`src/rtl/lcd_init_sequencer_if.sv`:
```
// Byte-stream bundle for the LCD init sequencer.
//   tx_*  : byte handshake towards the SPI serializer (valid/ready, data, D/C, last)
//   pix_* : upstream pixel byte stream (valid/ready, data)
// master : the sequencer side; slave : serializer plus pixel-source side.
interface lcd_init_sequencer_if;
  logic       tx_valid;
  logic       tx_ready;
  logic [7:0] tx_data;
  logic       tx_dc;
  logic       tx_last;
  logic       pix_valid;
  logic       pix_ready;
  logic [7:0] pix_data;

  modport master (
    output tx_valid, tx_data, tx_dc, tx_last, pix_ready,
    input  tx_ready, pix_valid, pix_data
  );

  modport slave (
    input  tx_valid, tx_data, tx_dc, tx_last, pix_ready,
    output tx_ready, pix_valid, pix_data
  );
endinterface

```
`src/rtl/lcd_init_sequencer.sv`:
```
// LCD panel bring-up sequencer. On a start pulse it pulses RESX low, waits,
// sends a fixed init command list (with a post-SLPOUT delay) and then passes
// one frame of pixel bytes straight through to the serializer.
// Ports:
//   clk, rst : clock, synchronous active-high reset
//   start    : single-cycle request (honoured only in IDLE)
//   resx     : panel hardware reset, active low
//   busy     : high in every state except IDLE
//   done     : one-cycle pulse when the last pixel byte is transferred
//   bus      : tx_* serializer handshake and pix_* upstream stream
module lcd_init_sequencer #(
  parameter int RESET_LOW_CYC   = 160,
  parameter int RESET_WAIT_CYC  = 1920000,
  parameter int SLPOUT_WAIT_CYC = 1920000,
  parameter int NUM_PIX_BYTES   = 230400
) (
  input  logic                 clk,
  input  logic                 rst,
  input  logic                 start,
  output logic                 resx,
  output logic                 busy,
  output logic                 done,
  lcd_init_sequencer_if.master bus
);

  typedef enum logic [2:0] {
    IDLE, RST_LOW, RST_WAIT, CMD_SEND, DELAY, STREAM
  } state_t;

  localparam logic [20:0] LOW_LAST = 21'(RESET_LOW_CYC - 1);
  localparam logic [20:0] WAIT_LAST = 21'(RESET_WAIT_CYC - 1);
  localparam logic [20:0] SLP_LAST = 21'(SLPOUT_WAIT_CYC - 1);
  localparam logic [17:0] PIX_LAST = 18'(NUM_PIX_BYTES - 1);

  state_t      state;
  logic [20:0] cnt;
  logic [2:0]  rom_idx;
  logic [17:0] pix_cnt;
  logic [11:0] rom;

  // ROM word: {dc, last, delay_flag, end_flag, byte}
  function automatic logic [11:0] rom_entry(input logic [2:0] idx);
    case (idx)
      3'd0:    rom_entry = {4'b0110, 8'h11};  // SLPOUT, then delay
      3'd1:    rom_entry = {4'b0000, 8'h3A};  // COLMOD
      3'd2:    rom_entry = {4'b1100, 8'h66};  // 18-bit colour
      3'd3:    rom_entry = {4'b0000, 8'h36};  // MADCTL
      3'd4:    rom_entry = {4'b1100, 8'h00};
      3'd5:    rom_entry = {4'b0100, 8'h29};  // DISPON
      3'd6:    rom_entry = {4'b0001, 8'h2C};  // RAMWR, then stream
      default: rom_entry = 12'h000;
    endcase
  endfunction

  assign rom = rom_entry(rom_idx);

  // Byte outputs are decoded from registered state only, except in STREAM
  // where the pixel handshake is a combinational pass-through.
  always_comb begin
    bus.tx_valid  = 1'b0;
    bus.tx_data   = 8'h00;
    bus.tx_dc     = 1'b0;
    bus.tx_last   = 1'b0;
    bus.pix_ready = 1'b0;
    case (state)
      CMD_SEND: begin
        bus.tx_valid = 1'b1;
        bus.tx_data  = rom[7:0];
        bus.tx_dc    = rom[11];
        bus.tx_last  = rom[10];
      end
      STREAM: begin
        bus.tx_valid  = bus.pix_valid;
        bus.pix_ready = bus.tx_ready;
        bus.tx_data   = bus.pix_data;
        bus.tx_dc     = 1'b1;
        bus.tx_last   = (pix_cnt == PIX_LAST);
      end
      default: ;
    endcase
  end

  always_ff @(posedge clk) begin
    if (rst) begin
      state   <= IDLE;
      cnt     <= '0;
      rom_idx <= '0;
      pix_cnt <= '0;
      resx    <= 1'b1;
      busy    <= 1'b0;
      done    <= 1'b0;
    end else begin
      done <= 1'b0;
      case (state)
        IDLE: begin
          if (start) begin
            state <= RST_LOW;
            resx  <= 1'b0;
            busy  <= 1'b1;
            cnt   <= '0;
          end
        end
        RST_LOW: begin
          if (cnt == LOW_LAST) begin
            state <= RST_WAIT;
            resx  <= 1'b1;
            cnt   <= '0;
          end else begin
            cnt <= cnt + 21'd1;
          end
        end
        RST_WAIT: begin
          if (cnt == WAIT_LAST) begin
            state   <= CMD_SEND;
            rom_idx <= '0;
            cnt     <= '0;
          end else begin
            cnt <= cnt + 21'd1;
          end
        end
        CMD_SEND: begin
          if (bus.tx_ready) begin
            rom_idx <= rom_idx + 3'd1;
            if (rom[8]) begin
              state   <= STREAM;
              pix_cnt <= '0;
            end else if (rom[9]) begin
              state <= DELAY;
              cnt   <= '0;
            end
          end
        end
        DELAY: begin
          if (cnt == SLP_LAST) begin
            state <= CMD_SEND;
            cnt   <= '0;
          end else begin
            cnt <= cnt + 21'd1;
          end
        end
        STREAM: begin
          // The counter stops at the final byte, so it can never wrap.
          if (bus.pix_valid && bus.tx_ready) begin
            if (pix_cnt == PIX_LAST) begin
              state <= IDLE;
              done  <= 1'b1;
              busy  <= 1'b0;
            end else begin
              pix_cnt <= pix_cnt + 18'd1;
            end
          end
        end
        default: state <= IDLE;
      endcase
    end
  end

endmodule

```
`src/flat_wrapper.sv`:
```
// flat-port wrapper written by rule: the top's interface ports become plain ports
module lcd_init_sequencer_flat 
#(
  parameter int RESET_LOW_CYC   = 160,
  parameter int RESET_WAIT_CYC  = 1920000,
  parameter int SLPOUT_WAIT_CYC = 1920000,
  parameter int NUM_PIX_BYTES   = 230400
)
  (clk, rst, start, resx, busy, done, bus_tx_valid, bus_tx_data, bus_tx_dc, bus_tx_last, bus_pix_ready, bus_tx_ready, bus_pix_valid, bus_pix_data);
  lcd_init_sequencer_if bus_i ();
  input  logic clk;
  input  logic rst;
  input  logic start;
  output logic resx;
  output logic busy;
  output logic done;
  output wire logic [$bits(bus_i.tx_valid)-1:0] bus_tx_valid;
  output wire logic [$bits(bus_i.tx_data)-1:0] bus_tx_data;
  output wire logic [$bits(bus_i.tx_dc)-1:0] bus_tx_dc;
  output wire logic [$bits(bus_i.tx_last)-1:0] bus_tx_last;
  output wire logic [$bits(bus_i.pix_ready)-1:0] bus_pix_ready;
  input wire logic [$bits(bus_i.tx_ready)-1:0] bus_tx_ready;
  input wire logic [$bits(bus_i.pix_valid)-1:0] bus_pix_valid;
  input wire logic [$bits(bus_i.pix_data)-1:0] bus_pix_data;
  assign bus_tx_valid = bus_i.tx_valid;
  assign bus_tx_data = bus_i.tx_data;
  assign bus_tx_dc = bus_i.tx_dc;
  assign bus_tx_last = bus_i.tx_last;
  assign bus_pix_ready = bus_i.pix_ready;
  assign bus_i.tx_ready = bus_tx_ready;
  assign bus_i.pix_valid = bus_pix_valid;
  assign bus_i.pix_data = bus_pix_data;
  lcd_init_sequencer #(.RESET_LOW_CYC(RESET_LOW_CYC), .RESET_WAIT_CYC(RESET_WAIT_CYC), .SLPOUT_WAIT_CYC(SLPOUT_WAIT_CYC), .NUM_PIX_BYTES(NUM_PIX_BYTES)) u_core (.clk(clk), .rst(rst), .start(start), .resx(resx), .busy(busy), .done(done), .bus(bus_i));
endmodule
```
`config.mk`:
```
export PLATFORM = sky130hd
export DESIGN_NAME = lcd_init_sequencer_flat
export DESIGN_NICKNAME = d
export VERILOG_FILES = /design/src/rtl/lcd_init_sequencer_if.sv /design/src/rtl/lcd_init_sequencer.sv /design/src/flat_wrapper.sv
export SDC_FILE = /design/constraint.sdc
export NUM_CORES = 1
export LEC_CHECK = 0
export ABC_AREA = 0
export CAP_MARGIN = 10
export CORE_AREA = 4 4 73 101
export CTS_BUF_LIST = sky130_fd_sc_hd__clkbuf_16
export CTS_CLUSTER_DIAMETER = 200
export DETAILED_ROUTE_END_ITERATION = 7
export DIE_AREA = 0 0 77 105
export GPL_ROUTABILITY_DRIVEN = 1
export PLACE_DENSITY_LB_ADDON = 0.3
export SLEW_MARGIN = 20
export SYNTH_ARGS = -nofsm -noshare
export SYNTH_HDL_FRONTEND = slang
export SYNTH_SLANG_ARGS = --single-unit
export TNS_END_PERCENT = 20
```
`constraint.sdc`:
```
create_clock -name clk -period 2.6 [get_ports clk]
set_input_delay 0.26 -clock clk [delete_from_list [all_inputs] [get_ports clk]]
set_output_delay 0.26 -clock clk [all_outputs]
set_load 0.02 [all_outputs]
```
==> metrics.txt, run 1 <==
CP Data Required Time 2.34 ns; register area share after synthesis between 30% and 40%; worst slack, placed approximately 0.086 ns; CP arrival 2.27 ns; gr usage total between 15 and 20%; most frequent cells in the layout nor2_1, dfxtp_1, nand2_1; top cell type's share of synthesized area 33.85%; worst-margin pin slew approximately 0.42 ns; Final Non-Filler Cells 454; HP Class register to register; Routed WL 6476 um; Setup Skew between 0.005 and 0.006 ns; most common cell after layout, fill and taps aside nor2_1; drc violations 0; H-tree levels 2; WL met2 3364 um; largest fanout on the critical path 5; Placement Cell Area 0.003196 mm^2; Hold Fails Final Rpt 0; Min Hold Slack 0.4638 ns; vias in the first global route 2498; Synth cell types 57; Startpoint Class register; TritonRoute pass-1 iters 4; P per Cell Area between 600 and 700 mW/mm^2; ant diodes 0; max-slew violation count 0; CTS Hold Bufs 0; Post-synth EDFFs 0; mapped cell area ~0.0028 mm^2; chip height 105 um; Setup CP Type register to primary output; maximum clock path buffer count 2; mean post-synth cell area 8.111 um^2; root buffer cell clkbuf_16; max_cap viols 0; final setup TNS 0 ns; die area 0.008085 mm^2; slowest stage delay, CP around 0.63 ns; io pins 28; chip width roughly 77 um; Clk Latency, worst-skew pair 0.28 ns; TritonCTS clock tree yes; dominant synthesized flop cell dfxtp_1; fin nets 400; gp weighted congestion 0.9024; DR vias 2529; Rows 35; drt wl/cell roughly 14 um; synth-to-layout area growth 19.52%; Inst Count DP around 450; initial antenna violation count 0; setup ws final 0.06640 ns; core area ~0.0065 mm^2; VDD IR max 327.7 uV; total grt overflow 0; Filler cells 610; static leakage 1.348 nW; Starting Density a little over two fifths; Slowest-stage cell, CP clkdlybuf4s50_1; #FFs+latches synth 48; largest net degree at the start of global routing 20; CP Capture Type primary output; share of cells above drive strength 1 7.895%; clk slew on worst S/H paths 0.06 ns; cell count after synthesis 350; area leader, netlist dfxtp_1; ys async rst share 0%; CTS Sinks 48; Top delay family on crit path simple AND/OR/NAND/NOR gates; wl on met1 2701 um; Buf/Inv on CP 1; min cycle time layout 2.534 ns; Synth area leaders dfxtp_1, nor2_1, xor2_1, nand4_1, ha_1; crit path cell chain or4_1, nor4_1, nand4_1, o21ai_0, clkdlybuf4s50_1; RSZ-0062 raised after global routing false; YS warnings 0; syn_nets 371; Max Used Layer met4; met3 wire len around 290 um; status finished, final reports clean; IO Port Bufs 27; total CTS buffers 5; headroom to the max-slew limit 71.65%; part of the cycle the worst path needs 97.45%; Final HPWL DP 4879 um; routed vias/inst 5.570; Final Instance Area 0.003393 mm^2; DRT antenna net count 0; Initial DRC Count 136; maximum clock frequency 394.7 MHz; final-report setup violation count 0; first-pass GRT wire length 11320 um
## cell usage after synthesis, drive strengths merged (8+ instances only)
| library cell | n |
|---|---|
| o21ai | 17 |
| nand3 | 14 |
| nand4 | 21 |
| inv | 11 |
| nand2 | 24 |
| a21oi | 12 |
| ha | 8 |
| and2 | 11 |
| nor3 | 12 |
| xor2 | 20 |
| xnor2 | 11 |
| and3 | 8 |
| dfxtp | 48 |
| nor2 | 50 |
| buf | 13 |
## stage by stage
step	utilization (%)	total power (W)
floorplan	-	0.001426
global placement	48.97	0.001631
detailed placement	48.97	0.001633
CTS	51.70	0.002356
global route	52.00	0.002468
finish	52.00	0.002328
## worst register-to-register path, stage by stage (launching register included)
cell	delay, ns
dfxtp_1	0.35
buf_4	0.18
and3b_1	0.45
mux2i_1	0.18
nor2_2	0.37
and2_1	0.23
nand3_1	0.09
mux2_2	0.28
## layer usage
layer | global-route usage, % | vias up
li1 | - | 1312
met1 | 18.32 | 1148
met2 | 31.36 | 58
met3 | 3.362 | 11
met4 | 5.598 | 0
met5 | 0 | -
## cell type report
class | instances | area, um^2 | share of cell area [%]
Tap cell | 74 | 92.59 | 2.729
Sequential cell | 48 | 960.9 | 28.32
Inverter | 11 | 41.29 | 1.217
Clock buffer | 5 | 125.1 | 3.687
Multi-Input combinational cell | 273 | 1749 | 51.55
Clock inverter | 3 | 38.79 | 1.143
Timing Repair Buffer | 40 | 385.4 | 11.36
## registers in the layout (all words and copies together), names as in the netlist
register and cells:
u_core.done 1, u_core.rom_idx 3, u_core.state 3, u_core.resx 1, u_core.cnt 21, u_core.pix_cnt 18
u_core.busy 1
## power by group
group | switching (W) | total [W] | internal, W | leakage (nW)
Combinational | 0.000460 | 0.000803 | 0.000344 | 0.875
Clock | 0.000260 | 0.000708 | 0.000448 | 0.0850
Sequential | 0.0000384 | 0.000816 | 0.000777 | 0.388
## timing repair
item                       4_1_cts  5_1_grt
buffers inserted                 0        0
pin swaps                        1        1
setup endpoints to repair        7        8
gates cloned                     0        0
resized for setup                2        8
## cells by family after synthesis
logic type / after synthesis / share of synthesized area [%]
xor gates and xnor gates: 31 / 9.564
buffers and inverters: 29 / 5.112
AOI/OAI and AO/OA: 53 / 12.69
muxes: 5 / 1.807
and+or+nand+nor: 176 / 33.45
adders and majority gates: 8 / 3.526
DFF: 48 / 33.85
## final timing paths
check	start	slack (ns)	cells past startpoint	endpoint
worst min-delay path	u_core.busy	0.46	2	u_core.busy
worst max-delay path	u_core.pix_cnt[11]	0.07	5	bus_tx_last
worst max register to register	u_core.state[2]	0.38	7	u_core.pix_cnt[17]
worst min register to register	u_core.busy	0.46	2	u_core.busy
(Power assumes the default switching activity.)
==> inputs of run 2 (changes only) <==
--- a/config.mk
+++ b/config.mk
@@ -7,15 +7,15 @@
 export LEC_CHECK = 0
 export ABC_AREA = 0
 export CAP_MARGIN = 10
-export CORE_AREA = 4 4 73 101
+export CORE_AREA = 2 2 71 99
 export CTS_BUF_LIST = sky130_fd_sc_hd__clkbuf_16
 export CTS_CLUSTER_DIAMETER = 200
 export DETAILED_ROUTE_END_ITERATION = 7
-export DIE_AREA = 0 0 77 105
+export DIE_AREA = 0 0 73 101
 export GPL_ROUTABILITY_DRIVEN = 1
 export PLACE_DENSITY_LB_ADDON = 0.3
 export SLEW_MARGIN = 20
 export SYNTH_ARGS = -nofsm -noshare
 export SYNTH_HDL_FRONTEND = slang
 export SYNTH_SLANG_ARGS = --single-unit
-export TNS_END_PERCENT = 20
+export TNS_END_PERCENT = 100
==> run 2 against run 1 <==
- largest cell class unchanged
- worst hold slack improved by 0.0039 ns
- sequential share of layout area increased by 0.068 points
- flip-flop and latch count unchanged
- cell area decreased by 0.11%
- final cell count increased by 0.22%
- combinational power decreased by 8.2%
- critical path depth unchanged
- sequential power increased by 3.6%
- utilization decreased by 0.057 points
- first-iteration DRC count decreased by 13%
- clock power increased by 2%
==> metrics.txt, run 2 (synthesized netlist as in run 1, its figures left out) <==
drt wl/cell 14.08 um (was 14.26 um); most frequent cells in the layout nor2_1, dfxtp_1, nand2_1 (unchanged); Startpoint Class register (unchanged); chip height 101 um (was 105 um); gr usage total 18.07% (was 16.67%); vias in the first global route 2417 (was 2498); max_cap viols 0 (unchanged); RSZ-0062 raised after global routing false (unchanged); DR vias 2544 (was 2529); Buf/Inv on CP 1 (unchanged); die area 0.007373 mm^2 (was 0.008085 mm^2); initial antenna violation count 0 (unchanged); largest net degree at the start of global routing 20 (unchanged); Initial DRC Count 118 (was 136); drc violations 0 (unchanged); P per Cell Area 678.9 mW/mm^2 (was 685.9 mW/mm^2); chip width 73 um (was 77 um); Power Total 0.002301 W (was 0.002328 W); Setup Buffers After CTS 0 (unchanged); total grt overflow 0 (unchanged); final-report setup violation count 0 (unchanged); TritonRoute pass-1 iters 4 (unchanged); CTS Hold Bufs 0 (unchanged); part of the cycle the worst path needs 95.90% (was 97.45%); Clk Latency, worst-skew pair 0.28 ns (about the same); Top delay family on crit path simple AND/OR/NAND/NOR gates (unchanged); maximum clock frequency 401.1 MHz (was 394.7 MHz); Layout Utilization 51.95% (was 52.00%); Hold Fails Final Rpt 0 (unchanged); Setup Skew 0.006978 ns (was 0.005550 ns); IO Port Bufs 27 (unchanged); static leakage 1.349 nW (was 1.348 nW); total CTS buffers 5 (unchanged); root buffer cell clkbuf_16 (unchanged); CP Capture Type primary output (unchanged); min cycle time layout 2.493 ns (was 2.534 ns); VDD IR max 374.9 uV (was 327.7 uV); slowest stage delay, CP 0.62 ns (was 0.63 ns); CP arrival 2.23 ns (was 2.27 ns); max-slew violation count 0 (unchanged); Final HPWL DP 4796 um (was 4879 um); largest fanout on the critical path 5 (unchanged); Setup CP Type register to primary output (unchanged); H-tree levels 2 (unchanged); Filler cells 597 (was 610); crit path cell chain or4_1, nor4_1, nand4_1, o21ai_0, clkdlybuf4s50_1 (unchanged); routed vias/inst 5.591 (was 5.570); worst-margin pin slew 0.4900 ns (was 0.4208 ns); HP Class register to register (unchanged); Slowest-stage cell, CP clkdlybuf4s50_1 (unchanged); most common cell after layout, fill and taps aside nor2_1 (unchanged); clk slew on worst S/H paths 0.06 ns (about the same); io pins 28 (unchanged); ant diodes 0 (unchanged); Starting Density 43.51% (unchanged); gp weighted congestion 0.8695 (was 0.9024); core area 0.006525 mm^2 (unchanged); Routed WL 6408 um (was 6476 um); post_cts resized 0 (was 2); DRT antenna net count 0 (unchanged); synth-to-layout area growth 19.39% (was 19.52%); status finished, final reports clean (unchanged); maximum clock path buffer count 2 (unchanged); CTS Sinks 48 (unchanged); final setup TNS 0 ns (unchanged); CP Data Required Time 2.34 ns (about the same); share of cells above drive strength 1 7.874% (was 7.895%); first-pass GRT wire length 10760 um (was 11320 um); max reg flops 21 (unchanged); headroom to the max-slew limit 67.21% (was 71.65%); top flop regs u_core.cnt x21, u_core.pix_cnt x18 (unchanged); Rows 35 (unchanged); TritonCTS clock tree yes (unchanged); Biggest register u_core.cnt (unchanged); fin nets 401 (was 400)
run 2: where the power goes:
| part | leakage (nW) | internal (W) | switching [W] |
|---|---|---|---|
| Clock | 0.0814 | 0.000452 | 0.000267 |
| Combinational | 0.879 | 0.000315 | 0.000422 |
| Sequential | 0.388 | 0.000777 | 0.0000676 |
| Total | 1.35 | 0.00154 | 0.000757 |
run 2: area by class of cell:
class	instances	area [um^2]	share of cell area, %
Inverter	11	41.29	1.218
Clock inverter	3	42.54	1.255
Tap cell	74	92.59	2.732
Multi-Input combinational cell	273	1733	51.13
Clock buffer	5	125.1	3.691
Sequential cell	48	962.2	28.39
Timing Repair Buffer	41	392.9	11.59
run 2: path summary, 6_finish.rpt:
check | startpoint | cells after the start | slack (ns) | endpoint
setup reg to reg | u_core.cnt[15] | 6 | 0.34 | u_core.cnt[8]
hold / removal | u_core.busy | 2 | 0.47 | u_core.busy
setup / recovery | u_core.pix_cnt[11] | 5 | 0.11 | bus_tx_last
hold reg to reg | u_core.busy | 2 | 0.47 | u_core.busy
run 2: metal layers:
metal,share of wire [%],global-route usage [%]
met1,42,20.10
met2,51,33.06
met5,0,0
met3,4.5,3.300
met4,2.0,7.123
run 2: per-stage QoR:
step | setup slack [ns] | cell area [um^2] | hold slack, ns | cells
CTS | 0.05722 | 3371 | 0.4755 | 455
global placement | 0.3313 | 3203 | 0.4556 | 447
finish | 0.1066 | 3390 | 0.4676 | 455
global route | 0.01182 | 3390 | 0.4931 | 455
floorplan | 0.4680 | 2839 | 0.4021 | 350
detailed placement | 0.3017 | 3203 | 0.4661 | 447
run 2: worst register-to-register path: cells and delay by family, from the launching register on:
kind	cells	cell delay, ns
flip-flops	1	0.35
AO/OA/AOI/OAI	2	0.81
AND/OR/NAND/NOR	4	0.96
